## src/rtl/sum_bcd_converter.sv

```systemverilog
// Sequential binary-to-BCD converter (double dabble, one bit per clock) for the ripple-adder sum.
// Optional macro SUM_BCD_FAST_EN: values below ten bypass the shift sequence and complete in one clock.
module sum_bcd_converter #(
    parameter int WIDTH  = 5,
    parameter int DIGITS = 2
) (
    input  logic                  clk,
    input  logic                  rst_n,
    input  logic                  in_valid,
    output logic                  in_ready,
    input  logic [WIDTH-1:0]      sum_in,
    output logic                  out_valid,
    input  logic                  out_ready,
    output logic [4*DIGITS-1:0]   bcd_out,
    output logic                  busy
);

    localparam int BCD_W = 4 * DIGITS;
    localparam int SR_W  = BCD_W + WIDTH;
    localparam int CNT_W = $clog2(WIDTH + 1);

    function automatic longint unsigned pow10(input int n);
        longint unsigned p;
        p = 64'd1;
        for (int i = 0; i < n; i++) begin
            p = p * 64'd10;
        end
        return p;
    endfunction

    generate
        if (pow10(DIGITS) <= ((64'd1 << WIDTH) - 64'd1)) begin : g_bad_params
            $error("sum_bcd_converter: DIGITS too small to represent 2^WIDTH-1");
        end
    endgenerate

    // One double-dabble step: correct every BCD nibble >= 5 by +3, then shift left one bit.
    function automatic logic [SR_W-1:0] dabble_step(input logic [SR_W-1:0] v);
        logic [SR_W-1:0] r;
        logic [3:0]      nib;
        r = v;
        for (int d = 0; d < DIGITS; d++) begin
            nib = v[WIDTH + 4*d +: 4];
            if (nib >= 4'd5) begin
                nib = nib + 4'd3;
            end else begin
                nib = nib;
            end
            r[WIDTH + 4*d +: 4] = nib;
        end
        return {r[SR_W-2:0], 1'b0};
    endfunction

    typedef enum logic [1:0] {
        ST_IDLE  = 2'd0,
        ST_SHIFT = 2'd1,
        ST_DONE  = 2'd2
    } state_t;

    state_t             state_r,     state_s;
    logic [SR_W-1:0]    shift_r,     shift_s;
    logic [CNT_W-1:0]   count_r,     count_s;
    logic [BCD_W-1:0]   bcd_r,       bcd_s;
    logic               in_ready_r,  in_ready_s;
    logic               out_valid_r, out_valid_s;
    logic               busy_r,      busy_s;

    // Next-state, datapath and next-output decode.
    always_comb begin
        state_s = state_r;
        shift_s = shift_r;
        count_s = count_r;
        bcd_s   = bcd_r;
        case (state_r)
            ST_IDLE: begin
                if (in_valid) begin
                    shift_s = SR_W'(sum_in);
                    count_s = CNT_W'(WIDTH);
                    state_s = ST_SHIFT;
`ifdef SUM_BCD_FAST_EN
                    if (32'(sum_in) < 32'd10) begin
                        bcd_s   = BCD_W'(sum_in);
                        state_s = ST_DONE;
                    end else begin
                        state_s = ST_SHIFT;
                    end
`endif
                end else begin
                    state_s = ST_IDLE;
                end
            end
            ST_SHIFT: begin
                shift_s = dabble_step(shift_r);
                count_s = count_r - CNT_W'(1);
                if (count_r == CNT_W'(1)) begin
                    bcd_s   = shift_s[SR_W-1 -: BCD_W];
                    state_s = ST_DONE;
                end else begin
                    state_s = ST_SHIFT;
                end
            end
            ST_DONE: begin
                if (out_ready) begin
                    state_s = ST_IDLE;
                end else begin
                    state_s = ST_DONE;
                end
            end
            default: begin
                state_s = ST_IDLE;
            end
        endcase
        in_ready_s  = (state_s == ST_IDLE);
        busy_s      = (state_s == ST_SHIFT);
        out_valid_s = (state_s == ST_DONE);
    end

    // State, datapath and registered handshake outputs.
    always_ff @(posedge clk or negedge rst_n) begin
        if (!rst_n) begin
            state_r     <= ST_IDLE;
            shift_r     <= '0;
            count_r     <= '0;
            bcd_r       <= '0;
            in_ready_r  <= 1'b1;
            out_valid_r <= 1'b0;
            busy_r      <= 1'b0;
        end else begin
            state_r     <= state_s;
            shift_r     <= shift_s;
            count_r     <= count_s;
            bcd_r       <= bcd_s;
            in_ready_r  <= in_ready_s;
            out_valid_r <= out_valid_s;
            busy_r      <= busy_s;
        end
    end

    assign in_ready  = in_ready_r;
    assign out_valid = out_valid_r;
    assign busy      = busy_r;
    assign bcd_out   = bcd_r;

endmodule

```

## config.mk

```make
export PLATFORM = sky130hd
export DESIGN_NAME = sum_bcd_converter
export DESIGN_NICKNAME = d
export VERILOG_FILES = /design/src/rtl/sum_bcd_converter.sv
export SDC_FILE = /design/constraint.sdc
export NUM_CORES = 1
export LEC_CHECK = 0
export ABC_AREA = 1
export CORE_ASPECT_RATIO = 1.1
export CORE_MARGIN = 2
export CORE_UTILIZATION = 48
export DETAILED_ROUTE_END_ITERATION = 8
export GPL_ROUTABILITY_DRIVEN = 0
export GPL_TIMING_DRIVEN = 0
export PLACE_DENSITY = 0.79
export SYNTH_ARGS = -nofsm -noshare
export SYNTH_HDL_FRONTEND = slang
export SYNTH_SLANG_ARGS = --single-unit
```

## constraint.sdc

```tcl
create_clock -name clk -period 1.2 [get_ports clk]
set_clock_uncertainty 0.15 [all_clocks]
set_input_delay 0.3 -clock clk [delete_from_list [all_inputs] [get_ports clk]]
set_output_delay 0.3 -clock clk [all_outputs]
set_load 0.02 [all_outputs]
```

==> Word level (Yosys, flattened, before mapping) <==
Cells that the tools add are included.
{ "word_totals": {"ff_bits": 29, "inputBits": 9, "out_inout_bits": 11, "wordCells": 33} }
{ "op_classes": {"n_lt_le_gt_ge": 2, "n_reduce_logical": 5, "n_eq_ne": 6, "addsub": 3, "n_mux": 10} }
{ "ops": {"columns": ["cell", "count"], "rows": [
  ["one-hot mux 13 bit (2 select lines)", 1],
  ["2-to-1 mux 13 bit", 1],
  ["greater-or-equal comparator 4 x 3 -> 1 bit (second input constant)", 2],
  ["2-to-1 mux 3 bit", 2],
  ["one-hot mux 2 bit (3 select lines)", 1],
  ["one-hot mux 3 bit (2 select lines)", 1],
  ["adder 4 x 2 -> 4 bit (second input constant)", 1],
  ["equality test 2 x 1 -> 1 bit (second input constant)", 2],
  ["equality test 2 bit (second input constant)", 2],
  ["zero test 2 bit", 2],
  ["2-to-1 mux 2 bit", 2],
  ["2-to-1 mux 4 bit", 1],
  ["AND reduction 2 bit", 2],
  ["adder 3 x 2 -> 3 bit (second input constant)", 1],
  ["equality test 3 x 1 -> 1 bit (second input constant)", 1],
  ["subtractor 3 x 1 -> 3 bit (second input constant)", 1],
  ["!= test 2 bit (second input constant)", 1],
  ["nonzero test 2 bit", 1],
  ["2-to-1 mux 1 bit", 1]
]} }

==> Depth between registers and ports, before layout <==
Gate-level depths: netlist (run 1).
{ "logic_depth": {"ltp_word": 4, "mapped_depth": 10, "depth_no_buf": 10} }

==> Worst setup path after synthesis (run 1) <==
No wires, ideal clock.
{ "synth_timing": {"path_type": "register to register", "start": "reg shift_r[5]", "end": "reg bcd_r[4] (netlist: bcd_out[4])", "t_required_ns": 0.933, "arrival_time_ns": 1.014, "synth_period_minus_slack_ns": 1.281, "setup_ns": 0.117, "path_slack_ns": -0.081, "n_path_buf": 0, "path_stages_with_launch": 10, "path_cell_list": "dfrtp_1 inv_1 ha_1 nand2_1 nand2_1 inv_1 nand2_1 nand2_1 nand2_1 nand2_1"} }
{ "synth_via": {"elab_chain_len": 2, "word_cells_on_any_way": 3, "classes_between": "add/sub: 1; order compare: 1; mux: 1"} }
{ "synth_lines": {"columns": ["item", "line", "text"], "rows": [
  ["from (decl)", "61", "logic [SR_W-1:0] shift_r, shift_s;"],
  ["from (signal assigned)", "130", "shift_r <= shift_s;"],
  ["adder 4 x 2 -> 4 bit / greater-or-equal comparator 4 x 3 -> 1 bit (equally long branches)", "45, 44", null],
  ["2-to-1 mux 4 bit *", "44", "if (nib >= 4'd5) begin"],
  ["to (signal assigned)", "132", "bcd_r <= bcd_s;"],
  ["to (decl)", "63", "logic [BCD_W-1:0] bcd_r, bcd_s;"]
]} }
Every way passes the cells marked *; elsewhere a longest branch is shown, timed or not.
A chain may end at the register's enable or synchronous reset.

==> Worst setup path after layout (run 1) <==
{ "layout_timing": {"start": "reg state_r[1]", "end": "reg shift_r[7]"} }
{ "layout_via": {"elab_chain_len": 3, "word_cells_on_any_way": 6, "classes_between": "eq/ne: 2; mux: 1; reduce/logical: 3"} }
{ "layout_lines": {"columns": ["item", "line", "text"], "rows": [
  ["from (decl)", "60", "state_t state_r, state_s;"],
  ["from (signal assigned)", "129", "state_r <= state_s;"],
  ["equality test 2 x 1 -> 1 bit / zero test 2 bit (equally long branches)", "74", "case (state_r)"],
  ["nonzero test 2 bit (no source line) / != test 2 bit (equally long branches)", null, null],
  ["AND reduction 2 bit (no source line)", null, null]
]} }
Parallel ways exist; a longest one is shown, timed or not.

==> results of run 1 <==
-- layer usage --
layer | GRT usage | vias to the layer above
li1 | - | 642
met1 | 0.320 | 678
met2 | 0.478 | 67
met3 | 0.0600 | 20
met4 | 0.174 | 0
met5 | 0 | -
-- per-stage QoR --
stage	power, mW	instance area (um2)	hold WS (ns)	std cells
global route	7.76	2260	-0.00681	257
detailed placement	4.35	1660	0.310	221
finish	7.37	2260	-0.0685	257
CTS	6.39	2100	-0.0328	251
global placement	4.17	1660	0.307	221
floorplan	3.54	1420	-0.146	169
-- cell families after synthesis --
logic type,after synthesis
fa+ha+maj,6
flops,29
buf+inv,25
compound gates,12
simple gates,97
-- worst max path at each step --
| stage | start | endpoint | slack [ns] |
|---|---|---|---|
| floorplan | shift_r[5] | bcd_out[4] | -0.03 |
| global placement | rst_n | busy | -0.75 |
| detailed placement | rst_n | busy | -0.81 |
| CTS | in_ready | in_ready | -0.24 |
| global route | state_r[1] | shift_r[2] | -0.32 |
| finish | state_r[1] | shift_r[7] | -0.26 |
-- power by group through the flow --
stage          combinational, mW  clock (mW)  sequential (mW)
3_5_place_dp                2.64           0             1.71
3_3_place_gp                2.49           0             1.69
2_1_floorplan               1.67           0             1.86
6_report                    4.82       0.722             1.83
5_1_grt                     5.13       0.779             1.86
4_1_cts                     3.90       0.710             1.78
-- synthesized netlist by cell type, drive strengths merged --
master and n:
nand2 73, nand3b 1, nand4 2, dfstp 1, o21ai 10, ha 6
dfrtp 28, o22ai 2, buf 4, nor2 5, inv 21, nand3 16
-- registers in the layout, summed over array words and instances, names as in the netlist --
| register | flops |
|---|---|
| state_r | 2 |
| out_valid | 1 |
| count_r | 3 |
| bcd_out | 8 |
| busy | 1 |
| in_ready | 1 |
| shift_r | 13 |
-- worst register-to-register path, delay by kind of cell (launching register included) --
family | cells | cell delay [ns]
flops | 1 | 0.45
simple gates | 4 | 0.45
buf+inv | 3 | 0.30
-- cell type report --
| type | count | area [um2] |
|---|---|---|
| tap | 33 | 41.3 |
| fill | 159 | 494 |
| clock inverter | 1 | 5.00 |
| multi-input combinational | 115 | 833 |
| sequential | 29 | 729 |
| clock buffer | 7 | 65.1 |
| inverter | 21 | 93.8 |
| timing repair buffer | 47 | 445 |
| buffer | 4 | 45.0 |
-- what timing repair did --
action | 4_1_cts | 5_1_grt
pin swaps | 18 | 22
setup endpoints to repair | 68 | 40
setup buffers | 18 | 8
gates resized for setup | 131 | 32
cloned | 4 | 0
hold endpoints to repair | 28 | 7
==> results.sh, run 1 <==
export IMPL_comb_power_share=0.654
export IMPL_fin_crit_ns=1.46
export IMPL_wl_met2_mm=2.46
export IMPL_top_layer_used="met4"
export IMPL_final_nets=238
export IMPL_ys_seq_elements=29
export IMPL_synth_area_leaders="dfrtp_1 51%, nand2_1 20%, nand3_1 5.8%, ha_1 5.4%, inv_1 5.2%"
export IMPL_yosys_area_top_type_share=0.506
export IMPL_first_iter_violations=63
export IMPL_grt_pass1_wl_mm=6.44
export IMPL_intPower_mw=3.98
export IMPL_rows=20
export IMPL_vdd_drop_max_uv=2200
export IMPL_synth_top_family_by_area="simple AND/OR/NAND/NOR gates"
export IMPL_path_clk_slew_ns=0.11
export IMPL_worstPathRequired_ns=1.29
export IMPL_first_pass_iters=4
export IMPL_hp_class="input pin to asynchronous set/reset pin"
export IMPL_netlist_area_mm2=0.00138
export IMPL_wl_per_cell_um=17.9
export IMPL_finalWorstSetupSlack_ns=-0.260
export IMPL_rsz0062_at_grt="true"
export IMPL_core_mm2=0.00275
export IMPL_worstPathCellList="nor2_4 -> inv_4 -> nand2_4 -> inv_4 -> buf_4 -> nand2_2 -> nand2_1"
export IMPL_ys_warn_count=0
export IMPL_reg2reg_depth=7
export IMPL_drt_total_wl_mm=4.59
export IMPL_path_buf_inv=3
export IMPL_r2r_start="state_r[1]"
export IMPL_insertion_delay_ns=0.35
export IMPL_worst_slew_pin_slew_ns=0.735
export IMPL_vias=1407
export IMPL_critical_path_depth=7
export IMPL_synthXorXnorAreaFrac=0
export IMPL_seq_area_frac_synth=0.525
export IMPL_antenna_found_initial=0
export IMPL_cts_sink_count=29
export IMPL_dp_slack_ns=-0.809
export IMPL_die_w_um=55.2
export IMPL_yosysTopAreaCell="dfrtp_1"
export IMPL_pwr_share_clk=0.098
export IMPL_path_class="flip-flop to flip-flop"
export IMPL_num_antenna_cells=0
export IMPL_grt_pass1_vias=1414
export IMPL_clk_path_buf_depth=2
export IMPL_p_sw_mw=3.39
export IMPL_cts_tree="built"
export IMPL_drive_above_1_share=0.554
export IMPL_worst_r2r_setup_slack_ns=-0.26
export IMPL_wl_met3_um=283
export IMPL_path_delay_family="flip-flops"
export IMPL_avgViaCountPerCell=5.47
export IMPL_r2r_end="shift_r[7]"
export IMPL_ant_nets=0
export IMPL_final_cell_mix="43 x nand2_1, 26 x dfrtp_1, 21 x buf_6, 21 x nand2_2, 21 x buf_4"
export IMPL_overflow=0
export IMPL_drc=0
export IMPL_cts_buffers=5
export IMPL_leakagePower_nw=1.15
export IMPL_syn_avg_cell_area_um2=8.19
export IMPL_setup_tns_ns=-6.90
export IMPL_grt_max_degree=30
export IMPL_worst_ep_arrival_time_ns=1.55
export IMPL_slowest_delay_ns=0.45
export IMPL_layout_commonest_cell="nand2_1"
export IMPL_synth_compound_area_frac=0.0452
export IMPL_synthAdderAreaFrac=0.0542
export IMPL_hold_viol_final=28
export IMPL_crit_path_max_fanout=8
export IMPL_postLayoutCoreUtil=0.820
export IMPL_chipHeight_um=60.3
export IMPL_start_kind="flip-flop"
export IMPL_dieArea_mm2=0.00333
export IMPL_grt_usage=0.283
export IMPL_syn2layout_area_growth_pct=63.2
export IMPL_synthMuxAreaShare=0
export IMPL_period_share=1.22
export IMPL_port_buffers=19
export IMPL_maxCapViolations=0
export IMPL_initial_core_util=0.503
export IMPL_wl_met1_mm=1.64
export IMPL_io_pins=20
export IMPL_powerDensity_mw_per_mm2=3260
export IMPL_slew_viol_final=0
export IMPL_netlist_instances=169
export IMPL_htreeDepth=2
export IMPL_clock_root_buffer="clkbuf_4"
export IMPL_ys_types=17
export IMPL_violations="negative hold slack, negative setup slack"
export IMPL_fmax_mhz=685
export IMPL_maxSlewHeadroom=0.510
export IMPL_end_kind="flip-flop"
export IMPL_fin_worst_hold_slack_ns=-0.0685
export IMPL_seqPwrFrac=0.248
export IMPL_synth_simple_area_share=0.295
export IMPL_slowest_stage="dfrtp_1"
export IMPL_status="finished, violations left"
export IMPL_finalSetupViolCount=39
export IMPL_hpwl_mm=2.07
export IMPL_cp_common_cell="inv_4"
export IMPL_switching_share=0.460
export IMPL_synth_nets=184
(Power assumes the default switching activity.)
==> inputs of run 2 (changes only) <==
--- a/config.mk
+++ b/config.mk
@@ -9,6 +9,7 @@
 export CORE_ASPECT_RATIO = 1.1
 export CORE_MARGIN = 2
 export CORE_UTILIZATION = 48
+export CTS_CLUSTER_SIZE = 8
 export DETAILED_ROUTE_END_ITERATION = 8
 export GPL_ROUTABILITY_DRIVEN = 0
 export GPL_TIMING_DRIVEN = 0
==> results of run 2 <==
The final DEF is identical to that of run 1; final timing and power are the same.
